`config.mk`:
```
export PLATFORM = sky130hd
export DESIGN_NAME = rv32i_timer_flat
export DESIGN_NICKNAME = d
export VERILOG_FILES = /design/src/rtl/rv32i_timer_pkg.sv /design/src/rtl/rv32i_timer_if.sv /design/src/rtl/rv32i_timer_prescaler.sv /design/src/rtl/rv32i_timer.sv /design/src/flat_wrapper.sv
export SDC_FILE = /design/constraint.sdc
export NUM_CORES = 1
export LEC_CHECK = 0
export CORE_AREA = 2 2 176 178
export CTS_BUF_LIST = sky130_fd_sc_hd__clkbuf_4 sky130_fd_sc_hd__clkbuf_8 sky130_fd_sc_hd__clkbuf_16
export CTS_CLUSTER_SIZE = 20
export DETAILED_ROUTE_END_ITERATION = 6
export DIE_AREA = 0 0 178 180
export PLACE_DENSITY = 0.84
export SYNTH_ARGS = -nofsm -noshare
export SYNTH_HDL_FRONTEND = slang
export SYNTH_SLANG_ARGS = --single-unit
```
`constraint.sdc`:
```
create_clock -name clk_i -period 10.8 [get_ports clk_i]
set_clock_uncertainty 0.15 [all_clocks]
set_input_delay 1.62 -clock clk_i [delete_from_list [all_inputs] [get_ports clk_i]]
set_output_delay 1.62 -clock clk_i [all_outputs]
set_load 0.02 [all_outputs]
```
`src/rtl/rv32i_timer_pkg.sv`:
```
// Shared definitions for the rv32i machine timer: halfword register indices,
// control bit positions, reset constants and a halfword-select helper.
package rv32i_timer_pkg;

    localparam int PORT_LEN = 16;

    localparam logic [3:0] MTIME_0    = 4'd0;
    localparam logic [3:0] MTIME_1    = 4'd1;
    localparam logic [3:0] MTIME_2    = 4'd2;
    localparam logic [3:0] MTIME_3    = 4'd3;
    localparam logic [3:0] MTIMECMP_0 = 4'd4;
    localparam logic [3:0] MTIMECMP_1 = 4'd5;
    localparam logic [3:0] MTIMECMP_2 = 4'd6;
    localparam logic [3:0] MTIMECMP_3 = 4'd7;
    localparam logic [3:0] CTRL       = 4'd8;
    localparam logic [3:0] PRESCALE   = 4'd9;

    localparam int CTRL_ENABLE_BIT  = 0;
    localparam int CTRL_PENDING_BIT = 1;

    localparam logic [63:0] MTIMECMP_RESET = 64'hFFFF_FFFF_FFFF_FFFF;

    function automatic logic [PORT_LEN-1:0] halfword(input logic [63:0] value,
                                                     input logic [1:0]  sel);
        return value[sel*PORT_LEN +: PORT_LEN];
    endfunction

endpackage

```
`src/rtl/rv32i_timer_if.sv`:
```
// Bus-side port bundle of the timer: strobes, halfword index, data and interrupt.
interface rv32i_timer_if;
    import rv32i_timer_pkg::*;

    logic                write_i;
    logic                read_i;
    logic [3:0]          addr_i;
    logic [PORT_LEN-1:0] data_i;
    logic [PORT_LEN-1:0] data_o;
    logic                irq_o;

    modport master (output write_i, read_i, addr_i, data_i, input  data_o, irq_o);
    modport slave  (input  write_i, read_i, addr_i, data_i, output data_o, irq_o);

endinterface

```
`src/rtl/rv32i_timer_prescaler.sv`:
```
// Tick divider for the timer: one-cycle tick every value_i+1 enabled cycles.
// Only built when RV32I_TIMER_PRESCALER_EN is defined.
`ifdef RV32I_TIMER_PRESCALER_EN
module timer_prescaler #(
    parameter int PRESCALE_BITS = 16
) (
    input  logic                     clk_i,
    input  logic                     reset_i,
    input  logic                     enable_i,
    input  logic                     load_i,
    input  logic [PRESCALE_BITS-1:0] value_i,
    output logic                     tick_o
);

    logic [PRESCALE_BITS-1:0] count_q;

    assign tick_o = enable_i && (count_q == value_i);

    // Counter sits at zero while disabled so the first tick lands P cycles after enable.
    always_ff @(posedge clk_i or posedge reset_i) begin
        if (reset_i) begin
            count_q <= '0;
        end else if (load_i || !enable_i || tick_o) begin
            count_q <= '0;
        end else begin
            count_q <= count_q + PRESCALE_BITS'(1);
        end
    end

endmodule
`endif

```
`src/rtl/rv32i_timer.sv`:
```
// Memory-mapped 64-bit machine timer with halfword snapshot reads and staged writes.
// Optional tick divider at index 9 is enabled by defining RV32I_TIMER_PRESCALER_EN.
module rv32i_timer
    import rv32i_timer_pkg::*;
#(
    parameter int PRESCALE_BITS = 16
) (
    input  logic         clk_i,
    input  logic         reset_i,
    rv32i_timer_if.slave bus
);

    logic [63:0]         mtime_q, mtime_d;
    logic [63:0]         mtimecmp_q, mtimecmp_d;
    logic [63:0]         mtime_shadow_q;
    logic [63:0]         mtimecmp_shadow_q;
    logic [47:0]         mtime_stage_q;
    logic [47:0]         mtimecmp_stage_q;
    logic                enable_q;
    logic                irq_q;
    logic [PORT_LEN-1:0] data_q;
    logic [PORT_LEN-1:0] rdata;
    logic                tick;
    logic                commit_mtime;
    logic                commit_mtimecmp;
    logic [PRESCALE_BITS-1:0] prescale_rd;

    assign commit_mtime    = bus.write_i && (bus.addr_i == MTIME_3);
    assign commit_mtimecmp = bus.write_i && (bus.addr_i == MTIMECMP_3);

`ifdef RV32I_TIMER_PRESCALER_EN
    logic [PRESCALE_BITS-1:0] prescale_q;
    logic                     prescale_load;

    assign prescale_load = bus.write_i && (bus.addr_i == PRESCALE);
    assign prescale_rd   = prescale_q;

    always_ff @(posedge clk_i or posedge reset_i) begin
        if (reset_i) begin
            prescale_q <= '0;
        end else if (prescale_load) begin
            prescale_q <= PRESCALE_BITS'(bus.data_i);
        end
    end

    timer_prescaler #(
        .PRESCALE_BITS (PRESCALE_BITS)
    ) u_prescaler (
        .clk_i    (clk_i),
        .reset_i  (reset_i),
        .enable_i (enable_q),
        .load_i   (prescale_load),
        .value_i  (prescale_q),
        .tick_o   (tick)
    );
`else
    assign tick        = enable_q;
    assign prescale_rd = '0;
`endif

    // Index 0 and 4 read live; the upper halfwords come from the snapshot taken then.
    always_comb begin
        rdata = '0;
        case (bus.addr_i)
            MTIME_0:                         rdata = mtime_q[PORT_LEN-1:0];
            MTIME_1, MTIME_2, MTIME_3:       rdata = halfword(mtime_shadow_q, bus.addr_i[1:0]);
            MTIMECMP_0:                      rdata = mtimecmp_q[PORT_LEN-1:0];
            MTIMECMP_1, MTIMECMP_2, MTIMECMP_3:
                                             rdata = halfword(mtimecmp_shadow_q, bus.addr_i[1:0]);
            CTRL: begin
                rdata[CTRL_ENABLE_BIT]  = enable_q;
                rdata[CTRL_PENDING_BIT] = irq_q;
            end
            PRESCALE:                        rdata = PORT_LEN'(prescale_rd);
            default:                         rdata = '0;
        endcase
    end

    // A commit to mtime overrides a coincident tick.
    always_comb begin
        mtime_d = mtime_q;
        if (commit_mtime) begin
            mtime_d = {bus.data_i, mtime_stage_q};
        end else if (tick) begin
            mtime_d = mtime_q + 64'd1;
        end
        mtimecmp_d = commit_mtimecmp ? {bus.data_i, mtimecmp_stage_q} : mtimecmp_q;
    end

    always_ff @(posedge clk_i or posedge reset_i) begin
        if (reset_i) begin
            mtime_q           <= '0;
            mtimecmp_q        <= MTIMECMP_RESET;
            mtime_shadow_q    <= '0;
            mtimecmp_shadow_q <= '0;
            mtime_stage_q     <= '0;
            mtimecmp_stage_q  <= '0;
            enable_q          <= 1'b0;
            irq_q             <= 1'b0;
            data_q            <= '0;
        end else begin
            mtime_q    <= mtime_d;
            mtimecmp_q <= mtimecmp_d;
            irq_q      <= enable_q && (mtime_q >= mtimecmp_q);

            if (bus.read_i) begin
                data_q <= rdata;
                if (bus.addr_i == MTIME_0) begin
                    mtime_shadow_q <= mtime_q;
                end
                if (bus.addr_i == MTIMECMP_0) begin
                    mtimecmp_shadow_q <= mtimecmp_q;
                end
            end

            if (bus.write_i) begin
                case (bus.addr_i)
                    MTIME_0:    mtime_stage_q[15:0]     <= bus.data_i;
                    MTIME_1:    mtime_stage_q[31:16]    <= bus.data_i;
                    MTIME_2:    mtime_stage_q[47:32]    <= bus.data_i;
                    MTIMECMP_0: mtimecmp_stage_q[15:0]  <= bus.data_i;
                    MTIMECMP_1: mtimecmp_stage_q[31:16] <= bus.data_i;
                    MTIMECMP_2: mtimecmp_stage_q[47:32] <= bus.data_i;
                    CTRL:       enable_q <= bus.data_i[CTRL_ENABLE_BIT];
                    default:    ;
                endcase
            end
        end
    end

    assign bus.data_o = data_q;
    assign bus.irq_o  = irq_q;

endmodule
```
`src/flat_wrapper.sv`:
```
// flat-port wrapper written by rule: the top's interface ports become plain ports
module rv32i_timer_flat import rv32i_timer_pkg::*;
#(
    parameter int PRESCALE_BITS = 16
)
  (clk_i, reset_i, bus_write_i, bus_read_i, bus_addr_i, bus_data_i, bus_data_o, bus_irq_o);
  rv32i_timer_if bus_i ();
  input  logic clk_i;
  input  logic reset_i;
  input wire logic [$bits(bus_i.write_i)-1:0] bus_write_i;
  input wire logic [$bits(bus_i.read_i)-1:0] bus_read_i;
  input wire logic [$bits(bus_i.addr_i)-1:0] bus_addr_i;
  input wire logic [$bits(bus_i.data_i)-1:0] bus_data_i;
  output wire logic [$bits(bus_i.data_o)-1:0] bus_data_o;
  output wire logic [$bits(bus_i.irq_o)-1:0] bus_irq_o;
  assign bus_i.write_i = bus_write_i;
  assign bus_i.read_i = bus_read_i;
  assign bus_i.addr_i = bus_addr_i;
  assign bus_i.data_i = bus_data_i;
  assign bus_data_o = bus_i.data_o;
  assign bus_irq_o = bus_i.irq_o;
  rv32i_timer #(.PRESCALE_BITS(PRESCALE_BITS)) u_core (.clk_i(clk_i), .reset_i(reset_i), .bus(bus_i));
endmodule
```
Word level (Yosys, flattened, before mapping). Cells that the tools add are included.

Divide/modulo/power cells: 0. Mux-type cells: 4. Magnitude comparators: 1. Multipliers: 0. Bitwise gates (word level): 0. Eq/ne operators: 8. Shifts and indexed selects: 2. Add/sub/neg operators: 1. Reduce and logical (&&, ||, !) cells: 16.

Operator list (count): $mux W64 (2); $shiftx A64 B7 Y16 (2); $add A64 B1 Y64 const B (1); $ge A64 B64 Y1 (1); $pmux W14 S4 (1); $reduce_and A2 Y1 (9); $eq A4 B3 Y1 const B (4); $pmux W2 S5 (1); $eq A4 B2 Y1 const B (2); $reduce_or A3 Y1 (2); $eq A4 B1 Y1 const B (1); $eq A4 B4 Y1 const B (1); $logic_not A4 Y1 (1); $logic_and A1 B1 Y1 (3); $reduce_bool A2 Y1 (1).

Bits in read-only memories: 0. Input port bits: 24. Bits in latches: 0. Register bits: 370. Logic and storage cells: 45. Memory bits (writable): 0. Memories kept: 0. Output and inout bits: 17.

Depth between registers and ports, before layout. Gate-level depths: netlist of run 1.

Depth after elaboration: 3. Depth in mapped cells: 9.

Worst setup path before layout of run 1. No wires, ideal clock.

Kind: in2reg. From: input port bus_addr_i[0]. To: register u_core.mtimecmp_stage_q[16]. Buffers on the path: 3. Setup slack: 7197 ps. Data required time: 10525 ps. Stages on the path: 5. Arrival: 3328 ps. Cells stage by stage: buf_2 -> clkbuf_1 -> nor3b_1 -> buf_2 -> mux2_2.

Word-level cells in the longest chain between the ends: 2.

RTL lines: from (decl) (RTL line flat_wrapper.sv:12) `input wire logic [$bits(bus_i.addr_i)-1:0] bus_addr_i;`; $eq A4 B3 Y1 (RTL line rv32i_timer.sv:117) `case (bus.addr_i)`; $reduce_and A2 Y1 (no line); to (signal assigned) (RTL line rv32i_timer.sv:122) `MTIMECMP_1: mtimecmp_stage_q[31:16] <= bus.data_i;`; to (decl) (RTL line rv32i_timer.sv:18) `logic [47:0] mtimecmp_stage_q;`.

Every way passes these cells. A chain may end at the register's enable or synchronous reset.

Worst setup path after layout of run 1.
From: input port bus_read_i. To: register u_core.mtimecmp_shadow_q[0].

Word-level cells in the longest chain between the ends: 1.

RTL lines: from (decl) (RTL line flat_wrapper.sv:11) `input wire logic [$bits(bus_i.read_i)-1:0] bus_read_i;`; $reduce_and A2 Y1 (no line); to (signal assigned) (RTL line rv32i_timer.sv:112) `mtimecmp_shadow_q <= mtimecmp_q;`; to (decl) (RTL line rv32i_timer.sv:16) `logic [63:0] mtimecmp_shadow_q;`.

Every way passes these cells.

==> metrics.md, run 1 <==
| Metric | Value |
|---|---|
| Status | `finished clean` |
| Gr ovfl total | `0` |
| CP endpoint kind | `flop` |
| CP Launch Type | `input pin` |
| Ports | `41` |
| Die extent in y | `180 um` |
| Dpl ws | `5887 ps` |
| Worst-Margin Slew | `1178 ps` |
| Post-Route Utilization | `0.6078` |
| DRC violations left | `0` |
| Setup-failing EPs final | `0` |
| Clock slew at reported path FFs | `60 ps` |
| Hold WC Path Type | `reg2reg` |
| Setup TNS | `0 ps` |
| Core area | `30,190 um2` |
| # hold bufs at CTS | `0` |
| Met3 Usage GRT | `0.05943` |
| Number of max-slew violations in the final report | `0` |
| Busiest grt layer | `met2` |
| Share of cells above drive strength 1 | `0.2190` |
| Max-Cap Viols | `0` |
| HPWL after detailed placement | `28.77 mm` |
| YS warnings | `0` |
| Post-synth top flop | `dfrtp_1` |
| First-pass DRT Iterations | `6` |
| I/O Buffers | `40` |
| First-pass GRT wire length | `67.68 mm` |
| Crit Path Class | `in2reg` |
| Fin cells | `1,913` |
| Post-synth ARST share | `1.000` |
| Hold EP | `u_core.mtime_q[38]` |
| F_max | `225.7 MHz` |
| Post-DRT Antenna Nets | `0` |
| Worst r2r dst | `u_core.mtime_q[42]` |
| Layout Nets | `1,579` |
| GRT met1 Usage | `0.3510` |
| Pwr Density | `230.6 nW/um2` |
| Register area share after synthesis | `0.5269` |
| Largest net degree at the start of global routing | `199` |
| Die Width | `178 um` |
| CTS Buffer Depth | `3` |
| Static leakage | `7.786 nW` |
| Routability-driven placement congestion ratio | `0.9281` |
| Mapped cell area | `16,390 um2` |
| CTS tree | `built` |
| Wire length per cell | `22.70 um` |
| Antenna violations before repair | `1` |
| HP Start | `u_core.mtime_stage_q[38]` |
| Clock Sinks | `342` |
| Hold path depth | `2` |
| Worst Path Max Fanout | `51` |
| Std-Cell Rows | `64` |
| Placed insts | `1,849` |
| Number of global-route vias before repair | `12,070` |
| Relative slew slack | `0.2126` |
| Total power | `4.231 mW` |
| Req. time, crit path | `11,050 ps` |
| Final Hold Fails | `0` |
| Starting DRT DRC Count | `1,317` |
| Most frequent cells in the layout | `278 x dfrtp_1, 221 x nand2_1, 167 x o21ai_0` |
| Met2 usage | `0.4425` |
| EDFF count, synth | `0` |
| Post-route setup slack | `6369 ps` |
| Tcrit/Tclk final | `0.4102` |
| Post-Synthesis Cells | `1,479` |
| Clk_lat worst skew | `510 ps` |
| FF-to-FF setup slack | `7800 ps` |
| # H-tree levels | `2` |
| WL final | `43.42 mm` |
| FF-to-FF Start | `u_core.enable_q` |
| CTS root buf | `clkbuf_16` |
| Min Tclk post-route | `4431 ps` |
| Initial cell density of the core | `0.5430` |
| Post-Place Cell Area | `17,120 um2` |
| Most common cell after layout, fill and taps aside | `dfrtp_1` |
| CTS buffer count | `35` |
| Setup bufs post-CTS | `0` |
| Post-route cell area | `18,350 um2` |
| Via count | `11,890` |
| CTS resizes | `0` |
| Total die area | `32,040 um2` |
| Total GRT Usage | `0.2757` |
| Synthesized area per cell | `11.08 um2` |
| WP data arrival | `4680 ps` |
| Vias/cell | `6.215` |
| Register bit total from synthesis | `342` |
| Yosys cell types | `47` |
| Synthesis-to-finish area growth | `11.93%` |
| Fill count | `2,222` |
| Final hold slack | `325.6 ps` |
| Peak VDD IR | `0.1342 mV` |
| Mapped Nets | `1,568` |
| Unrepaired setup endpoints after global routing | `no` |
| R2R depth | `5` |
==> worst max path at each step <==
stage | endpoint | slack [ps] | start
CTS | u_core.mtimecmp_shadow_q[0] | 6370 | bus_read_i
global route | u_core.mtimecmp_shadow_q[0] | 6150 | bus_read_i
finish | u_core.mtimecmp_shadow_q[0] | 6370 | bus_read_i
detailed placement | u_core.mtimecmp_shadow_q[0] | 5890 | bus_read_i
global placement | u_core.mtimecmp_shadow_q[0] | 6020 | bus_read_i
floorplan | u_core.bus.data_o[0] | 4510 | reset_i
==> report_power, final <==
| group | switching, mW | internal [mW] | leakage, nW |
|---|---|---|---|
| clock network | 0.491 | 0.785 | 0.621 |
| logic | 0.526 | 0.454 | 3.07 |
| registers | 0.299 | 1.68 | 4.09 |
| total | 1.32 | 2.92 | 7.79 |
==> critical path, cell delays in order <==
cell and delay (ps):
clkdlybuf4s50_1 750, nand2b_1 610, nor3_1 110, nand2_2 620
buf_4 540, mux2_2 390
==> state kept, by name, summed over array words and instances (netlist names) <==
| register | cells |
|---|---|
| u_core.mtime_shadow_q | 50 |
| u_core.bus.irq_o | 1 |
| u_core.mtimecmp_stage_q | 48 |
| u_core.mtime_stage_q | 48 |
| u_core.enable_q | 1 |
| u_core.mtimecmp_q | 64 |
| u_core.mtime_q | 64 |
| u_core.mtimecmp_shadow_q | 50 |
| u_core.bus.data_o | 16 |
==> cell usage after synthesis (all sizes together) (3+ instances only) <==
library cell	count	area [um2]
dfrtp	278	6957
buf	13	57.55
nor4	6	67.56
a21o	7	52.55
nand2	222	833.3
inv	86	322.8
a211oi	3	22.52
mux2	143	1610
and3	11	68.82
or4	6	48.80
o22ai	14	87.58
dfstp	64	1682
ha	65	813.3
nand3	35	180.2
clkbuf	66	247.7
nor3	22	110.1
xnor2	29	254.0
a21oi	36	180.2
o21ai	186	930.9
xor2	30	262.8
and2	7	43.79
nor2	28	105.1
nor3b	5	48.80
mux4	32	720.7
mux2i	21	210.2
nand3b	3	22.52
nand4	32	212.7
and4	13	113.9
==> logic make-up (layout without fill, tap and decap cells) <==
kind of cell	after synthesis	in the layout	synth area share
AO/OA/AOI/OAI	257	257	0.08335
XOR/XNOR	59	59	0.03152
multiplexers	196	196	0.1550
buffers and inverters	165	202	0.03831
other	0	1	0
adder cells (fa/ha/maj)	65	65	0.04961
AND/OR/NAND/NOR	395	395	0.1153
flip-flops	342	342	0.5269
==> cell type report <==
cell class,count,area [um2],area share
diodes,1,2.502,0.0001364
clock buffers,58,1127,0.06144
clock inverters,5,100.1,0.005455
inverters,86,326.6,0.01780
multi-input cells,972,7158,0.3901
flip-flops and latches,342,8638,0.4708
well taps,396,495.5,0.02700
repair buffers,53,500.5,0.02728
==> metal layers <==
| metal | routed length (um) | vias up |
|---|---|---|
| li1 | - | 5195 |
| met1 | 16830 | 5937 |
| met2 | 20560 | 576 |
| met3 | 3278 | 180 |
| met4 | 2715 | 2 |
| met5 | 45 | - |
No activity file was read; power rests on OpenSTA's default activity.
==> inputs of run 2 (changes only) <==
PLACE_DENSITY = 0.82   (was 0.84)
clock period = 4.5 ns   (was 10.8 ns; I/O delays follow)
==> metrics.md, run 2 (same netlist as run 1, synthesis figures left out) <==
| Metric | Value |
|---|---|
| Status | `finished clean` |
| Wire length per cell | `22.35 um` |
| Ports | `41` |
| CTS Buffer Depth | `3` |
| Static leakage | `7.859 nW` |
| Setup bufs post-CTS | `0` |
| Initial cell density of the core | `0.5430` |
| CTS buffer count | `35` |
| Antenna violations before repair | `3` |
| Synthesis-to-finish area growth | `12.83%` |
| Total die area | `32,040 um2` |
| Clock Sinks | `342` |
| Core area | `30,190 um2` |
| WP data arrival | `3410 ps` |
| Sw Ratio | `0.3096` |
| I/O Buffers | `40` |
| Die extent in y | `180 um` |
| Req. time, crit path | `4740 ps` |
| Unrepaired setup endpoints after global routing | `no` |
| Std-Cell Rows | `64` |
| Via count | `11,830` |
| Clock slew at reported path FFs | `60 ps` |
| Gate power share | `0.231` |
| Number of global-route vias before repair | `12,020` |
| Clk_lat worst skew | `520 ps` |
| Min Tclk post-route | `3168 ps` |
| Largest net degree at the start of global routing | `91` |
| Clock power frac | `0.303` |
| CTS tree | `built` |
| Slowest Stage Delay on Critical Path | `1160 ps` |
| Reg power frac | `0.465` |
| Critical path's slowest cell | `or4_2` |
| HPWL after detailed placement | `29.81 mm` |
| # hold bufs at CTS | `0` |
| Total GRT Usage | `0.2766` |
| Most frequent cells in the layout | `278 x dfrtp_1, 221 x nand2_1, 167 x o21ai_0` |
| Setup-failing EPs final | `0` |
| WL final | `42.96 mm` |
| Max-Cap Viols | `0` |
| Share of cells above drive strength 1 | `0.2236` |
| Fill count | `2,222` |
| Layout Nets | `1,589` |
| CTS resizes | `0` |
| First-pass DRT Iterations | `5` |
| Peak VDD IR | `0.2945 mV` |
| Starting DRT DRC Count | `1,188` |
| Number of max-slew violations in the final report | `0` |
| Dpl ws | `886.9 ps` |
| Worst-Margin Slew | `1262 ps` |
| F_max | `315.6 MHz` |
| Routability-driven placement congestion ratio | `0.9615` |
| Post-route setup slack | `1332 ps` |
| Most common cell after layout, fill and taps aside | `dfrtp_1` |
| # H-tree levels | `2` |
| Pwr Density | `548.7 nW/um2` |
| Post-Route Utilization | `0.6127` |
| CP Launch Type | `input pin` |
| First-pass GRT wire length | `67.83 mm` |
| Post-DRT Antenna Nets | `0` |
| Worst Path Max Fanout | `56` |
| Relative slew slack | `0.1586` |
| Crit Path Class | `in2reg` |
| Die Width | `178 um` |
| Top Registers | `u_core.mtime_q: 64 flops, u_core.mtimecmp_q: 64 flops` |
| CTS root buf | `clkbuf_16` |
| Gr ovfl total | `0` |
| Internal | `7.007 mW` |
| Final Hold Fails | `0` |
| CP endpoint kind | `flop` |
| Tcrit/Tclk final | `0.7041` |
| Hold WC Path Type | `reg2reg` |
| Vias/cell | `6.155` |
| DRC violations left | `0` |
| Sw Pwr | `3.142 mW` |
| Worst-path cell chain | `clkdlybuf4s50_1, nand2b_1, or4_2, mux2_2` |
==> run 2: cell count changes in the layout (fill, tap and decap cells not counted) <==
cell       previous run  this run
clkbuf_4             14        12
buf_4                12        16
clkbuf_8              7         5
buf_12                1         7
clkinv_2              2         4
bufinv_16             3         4
==> run 2: area by class of cell <==
class | instances | area (um2) | area share
sequential | 342 | 8638 | 0.4670
clock inverter | 8 | 140.1 | 0.007576
tap | 396 | 495.5 | 0.02679
multi-input combinational | 972 | 7158 | 0.3870
clock buffer | 54 | 1085 | 0.05865
timing repair buffer | 63 | 650.6 | 0.03518
inverter | 86 | 326.6 | 0.01766
antenna | 1 | 2.502 | 0.0001353
==> run 2: power by group through the flow <==
stage / Clock (mW) / Sequential (mW) / Combinational, mW
final: 3.08 / 4.72 / 2.35
after global routing: 3.24 / 4.80 / 2.59
after CTS: 3.10 / 4.69 / 2.34
after detailed placement: 0 / 4.73 / 2.28
after global placement: 0 / 4.68 / 2.17
after floorplan: 0 / 4.52 / 1.61
==> run 2: layer usage <==
metal / up-vias / track usage / part of all wire
met5: - / 0 / 0.00084
met4: 4 / 0.1357 / 0.053
met3: 160 / 0.06620 / 0.091
met2: 536 / 0.4353 / 0.47
met1: 5913 / 0.3594 / 0.39
li1: 5217 / - / -
==> run 2: path summary, 6_finish.rpt <==
kind | start | endpoint | slack, ps | cells past startpoint
max in group asynchronous | reset_i | u_core.mtimecmp_q[19] | 2790 | 3
min in group asynchronous | reset_i | u_core.mtimecmp_shadow_q[29] | 470 | 2
worst min register to register | u_core.mtimecmp_shadow_q[61] | u_core.mtimecmp_shadow_q[61] | 320 | 2
worst max register to register | u_core.mtime_q[0] | u_core.bus.irq_o | 1500 | 8
worst max-delay path | bus_read_i | u_core.mtime_shadow_q[58] | 1330 | 4
worst min-delay path | u_core.mtimecmp_shadow_q[61] | u_core.mtimecmp_shadow_q[61] | 320 | 2
==> run 2: stage by stage <==
step	power (mW)	hold slack, ps	area, um2	setup TNS [ps]	instances
after CTS	10.13	328.9	18490	0	1921
final	10.15	323.3	18500	0	1922
after global routing	10.63	347.5	18500	0	1922
after floorplan	6.125	294.4	16400	-235540	1479
after detailed placement	7.019	314.3	17270	0	1859
after global placement	6.854	304.4	17270	0	1859
==> run 2: worst max-delay path: cells and delay by family <==
kind	cells	cell delay, ps
simple gates	2	1320
buf+inv	1	890
mux	1	500
